### src/rtl/branch_predictor_table.sv
// Bimodal / gshare direction predictor: saturating counter table with
// one-cycle prediction, resolved-branch update port and hit/miss stats.
module branch_predictor_table #(
   parameter int PC_W    = 32,
   parameter int INDEX_W = 4,
   parameter int CTR_W   = 2,
   parameter int HIST_W  = 0,
   parameter int STAT_W  = 16
) (
   input  logic               clk,
   input  logic               rst_n,
   input  logic               req_valid,
   input  logic [PC_W-1:0]    req_pc,
   output logic               pred_valid,
   output logic               pred_taken,
   output logic [INDEX_W-1:0] pred_idx,
   input  logic               upd_valid,
   input  logic [INDEX_W-1:0] upd_idx,
   input  logic               upd_taken,
   input  logic               upd_pred,
   output logic [STAT_W-1:0]  stat_upd,
   output logic [STAT_W-1:0]  stat_miss
);

   localparam int N    = 1 << INDEX_W;
   localparam int GH_W = (HIST_W > 0) ? HIST_W : 1;

   localparam logic [CTR_W-1:0]  CTR_MAX  = {CTR_W{1'b1}};
   localparam logic [STAT_W-1:0] STAT_MAX = {STAT_W{1'b1}};

   if (HIST_W > INDEX_W || HIST_W < 0 || CTR_W < 1) begin : g_bad_params
      $error("branch_predictor_table: illegal HIST_W/CTR_W");
   end

   logic [CTR_W-1:0]   ctr_q [N];
   logic [CTR_W-1:0]   ctr_d [N];
   logic [GH_W-1:0]    ghr_q, ghr_d;
   logic               pred_valid_q, pred_valid_d;
   logic               pred_taken_q, pred_taken_d;
   logic [INDEX_W-1:0] pred_idx_q, pred_idx_d;
   logic [STAT_W-1:0]  stat_upd_q, stat_upd_d;
   logic [STAT_W-1:0]  stat_miss_q, stat_miss_d;

   logic [INDEX_W-1:0] hist_ext;
   logic [INDEX_W-1:0] req_idx;
   logic               unused_pc;

   assign unused_pc = ^{req_pc[PC_W-1:INDEX_W+2], req_pc[1:0]};
   assign hist_ext  = (HIST_W > 0) ? INDEX_W'(ghr_q) : '0;
   assign req_idx   = req_pc[INDEX_W+1:2] ^ hist_ext;

   always_comb begin
      ctr_d = ctr_q;
      if (upd_valid) begin
         if (upd_taken) begin
            if (ctr_q[upd_idx] != CTR_MAX)
               ctr_d[upd_idx] = ctr_q[upd_idx] + 1'b1;
         end else begin
            if (ctr_q[upd_idx] != '0)
               ctr_d[upd_idx] = ctr_q[upd_idx] - 1'b1;
         end
      end
   end

   // History shifts only on resolved branches; bimodal keeps it at zero.
   always_comb begin
      ghr_d = ghr_q;
      if (HIST_W > 0 && upd_valid)
         ghr_d = GH_W'({ghr_q, upd_taken});
   end

   // Prediction reads the post-update table so a same-cycle write is seen.
   always_comb begin
      pred_valid_d = req_valid;
      pred_taken_d = req_valid & ctr_d[req_idx][CTR_W-1];
      pred_idx_d   = req_valid ? req_idx : pred_idx_q;
   end

   always_comb begin
      stat_upd_d  = stat_upd_q;
      stat_miss_d = stat_miss_q;
      if (upd_valid) begin
         if (stat_upd_q != STAT_MAX)
            stat_upd_d = stat_upd_q + 1'b1;
         if (upd_pred != upd_taken && stat_miss_q != STAT_MAX)
            stat_miss_d = stat_miss_q + 1'b1;
      end
   end

   always_ff @(posedge clk or negedge rst_n) begin
      if (!rst_n) begin
         for (int i = 0; i < N; i++)
            ctr_q[i] <= '0;
         ghr_q        <= '0;
         pred_valid_q <= 1'b0;
         pred_taken_q <= 1'b0;
         pred_idx_q   <= '0;
         stat_upd_q   <= '0;
         stat_miss_q  <= '0;
      end else begin
         ctr_q        <= ctr_d;
         ghr_q        <= ghr_d;
         pred_valid_q <= pred_valid_d;
         pred_taken_q <= pred_taken_d;
         pred_idx_q   <= pred_idx_d;
         stat_upd_q   <= stat_upd_d;
         stat_miss_q  <= stat_miss_d;
      end
   end

   assign pred_valid = pred_valid_q;
   assign pred_taken = pred_taken_q;
   assign pred_idx   = pred_idx_q;
   assign stat_upd   = stat_upd_q;
   assign stat_miss  = stat_miss_q;

endmodule

### config.mk
export PLATFORM = sky130hd
export DESIGN_NAME = branch_predictor_table
export DESIGN_NICKNAME = d
export VERILOG_FILES = /design/src/rtl/branch_predictor_table.sv
export SDC_FILE = /design/constraint.sdc
export NUM_CORES = 1
export LEC_CHECK = 0
export ABC_AREA = 0
export BUFFER_PORTS_ARGS = -buffer_cell sky130_fd_sc_hd__buf_2
export CAP_MARGIN = 20
export CORE_MARGIN = 2
export CORE_UTILIZATION = 49
export DETAILED_ROUTE_END_ITERATION = 16
export HOLD_SLACK_MARGIN = 0.1
export PLACE_DENSITY = 0.76
export SLEW_MARGIN = 20
export SYNTH_ARGS = -nofsm -noshare
export SYNTH_HDL_FRONTEND = slang
export SYNTH_SLANG_ARGS = --single-unit
### constraint.sdc
create_clock -name clk -period 3.3 [get_ports clk]
set_input_delay 0.33 -clock clk [delete_from_list [all_inputs] [get_ports clk]]
set_output_delay 0.33 -clock clk [all_outputs]
set_load 0.02 [all_outputs]
==> flow_summary.json <==
{
  "synth_largest_area_cell": "dfrtp_1",
  "critical_path_class": "reg2reg",
  "cp_num_buf_inv": 0,
  "cp_common_cell": "mux4_2",
  "max_freq_mhz": 305,
  "yosysUniqueCellTypes": 57,
  "hold_path_class": "in2reg",
  "slowest_stage": "mux4_2",
  "final-hold-violation-count": 0,
  "power_density_nw_per_um2": 748,
  "synth_edf_count": 0,
  "synthTopCellsByArea": "dfrtp_1 (49%), mux4_2 (5.7%), xnor2_1 (5.4%), nand2_1 (3.8%), mux2_2 (2.2%)",
  "relSlewSlack_pct": 51.6,
  "drc": 0,
  "fin_ws_ps": 16.8,
  "fin_util_pct": 64.7,
  "cp_slowest_stage_delay_ps": 540,
  "core.rowCount": 30,
  "ys_seq_area_share_pct": 49.5,
  "outcome": "completed",
  "syn_inst": 330,
  "grt_first_pass_wirelength_mm": 13.5,
  "h-tree-depth": 3,
  "via_per_inst": 5.73,
  "cts_sinks": 70,
  "fin_nets": 461,
  "finClkSkew_ps": 7.78,
  "via_count": 2956,
  "intPower_uw": 2150,
  "p_seq_share_pct": 40.5,
  "worstMarginPinSlew_ps": 722,
  "die-area_um2": 7920,
  "max-cap-violations": 0,
  "fin_hold_ws_ps": 176,
  "synth-seq-cells": 70,
  "swShare_pct": 35.7,
  "setup_viol": 0,
  "crit_path_cell_trace": "mux4_2 -> mux4_2 -> ha_4 -> mux2_4 -> or3_1 -> and4_1 -> a311oi_2 -> o22ai_1 -> a211o_1",
  "required_ps": 3540,
  "slew_violations": 0,
  "dp_hpwl_mm": 5.82,
  "portBuffers": 51,
  "endpoint_kind": "flip-flop",
  "switching_power_uw": 1190,
  "min_period_ps": 3280,
  "critPathLaunchType": "flip-flop",
  "clk_pin_slew_worst_paths_ps": 80,
  "routed_wl_mm": 8.59,
  "async_flop_share_pct": 100,
  "clock-root-buffer": "clkbuf_8",
  "start_util_pct": 51.3,
  "comb_power_share_pct": 35.7,
  "layout_commonest_cell": "dfrtp_1",
  "die-height_um": 89.0,
  "drt-initial-drc-count": 288,
  "gp_congestion": 0.862,
  "cp_top_family": "multiplexers",
  "wire_per_inst_um": 16.7,
  "grt_use_total_pct": 22.4,
  "timing.final.crit_share_pct": 99.5,
  "diodes": 0,
  "fillers": 561,
  "crit_fanout": 5,
  "ant_nets": 0,
  "synth_ff_type": "dfrtp_1",
  "place_ws_ps": -279,
  "multiInputGateArea_um2": 1800,
  "grt-ovfl-total": 0,
  "ios": 80,
  "cts_inserted_buffers": 9,
  "antenna_found_initial": 0,
  "vdd_drop_max_v": 0.000593,
  "p_clk_share_pct": 23.8,
  "grt_pass1_vias": 2787,
  "layoutNonFillerInstCount": 516,
  "yosys_warnings": 0,
  "seq_area_um2": 1750,
  "area_delta_synth_final_pct": 26.3,
  "place_inst": 497,
  "syn_nets": 376,
  "grt_max_degree": 47,
  "drt-pass1-iter-count": 5,
  "synth_top_area_share_pct": 49.5,
  "cts_tree": "done",
  "drive_gt1_share_pct": 33.6,
  "die_x_um": 89.0,
  "netlist_area_um2": 3540,
  "cts_buffer_depth": 2,
  "p_leak_uw": 0.00204,
  "clk_latency_ps": 350,
  "core_um2": 6910,
  "avgSynthCellArea_um2": 10.7,
  "final_cell_mix": "dfrtp_1 (70), buf_2 (50), nand2_1 (36)",
  "worstPathArrival_ps": 3520
}
through the flow:
step	setup TNS, ps	area [um^2]	total power, uW
after floorplan	-60.8	3600	2060
after global placement	-247	4130	2420
after detailed placement	-279	4130	2480
after CTS	0	4370	3290
after global routing	-29.3	4470	3530
final	0	4470	3340
cell families after synthesis:
| group | synth area share, % |
|---|---|
| fa+ha+maj | 1.41 |
| xor+xnor | 7.67 |
| compound gates | 13.1 |
| flops | 49.5 |
| simple gates | 16.4 |
| buf+inv | 3.39 |
| mux | 8.52 |
what timing repair did:
action	4_1_cts	5_1_grt
hold buffers	1	0
setup buffers	0	1
gates resized for setup	1	16
hold endpoints to repair	24	0
pin swaps	0	2
gates cloned	0	1
endpoints found under the setup margin	1	1
routing by layer:
| layer | wire, um | vias to the layer above | track usage, % | part of all wire (%) |
|---|---|---|---|---|
| met3 | 565 | 18 | 5.72 | 6.6 |
| met4 | 203 | 0 | 7.06 | 2.4 |
| met2 | 4100 | 123 | 34.4 | 48 |
| met1 | 3720 | 1434 | 31.7 | 43 |
| met5 | 0 | - | 0 | 0 |
| li1 | - | 1381 | - | - |
cell type report:
type | count | area share [%]
timing repair buffer | 85 | 11.5
inverter | 14 | 1.18
clock inverter | 6 | 2.07
multi-input combinational | 235 | 40.3
sequential | 70 | 39.2
tap | 96 | 2.69
clock buffer | 10 | 3.08
Yosys cell counts, types with 5 or more instances:
library cell / count
a21oi_1: 9
o22ai_1: 6
mux2_2: 7
o21ai_1: 8
xnor2_1: 22
nand3_1: 14
clkbuf_1: 5
o31ai_1: 8
nand2_1: 36
and4_1: 5
a31oi_1: 6
dfrtp_1: 70
o21ai_0: 10
inv_1: 13
nor2_1: 19
xor2_1: 9
nor3_1: 9
mux4_2: 9
power groups by stage:
stage          logic (uW)  clock network (uW)  registers, uW
4_1_cts              1130                 812           1350
6_report             1190                 795           1350
5_1_grt              1300                 846           1390
3_5_place_dp         1120                   0           1360
2_1_floorplan         644                   0           1420
3_3_place_gp         1070                   0           1350
final timing paths:
check                                from           end  slack [ps]  depth (start not counted)
worst max-delay path             ctr_q[3]    pred_taken          20                          9
worst min-delay path            req_valid    pred_valid         180                          1
worst max register to register   ctr_q[3]    pred_taken          20                          9
worst min register to register  flip-flop     flip-flop         490                          2
max in group asynchronous           rst_n  stat_miss[2]        1770                          3
min in group asynchronous           rst_n     ctr_q[29]         530                          2
worst register-to-register path, stage by stage (launching register included):
cell,delay [ps]
dfrtp_1,400
mux4_2,490
mux4_2,540
ha_4,190
mux2_4,300
or3_1,430
and4_1,220
a311oi_2,210
o22ai_1,120
a211o_1,280
No activity file was read; power rests on OpenSTA's default activity.
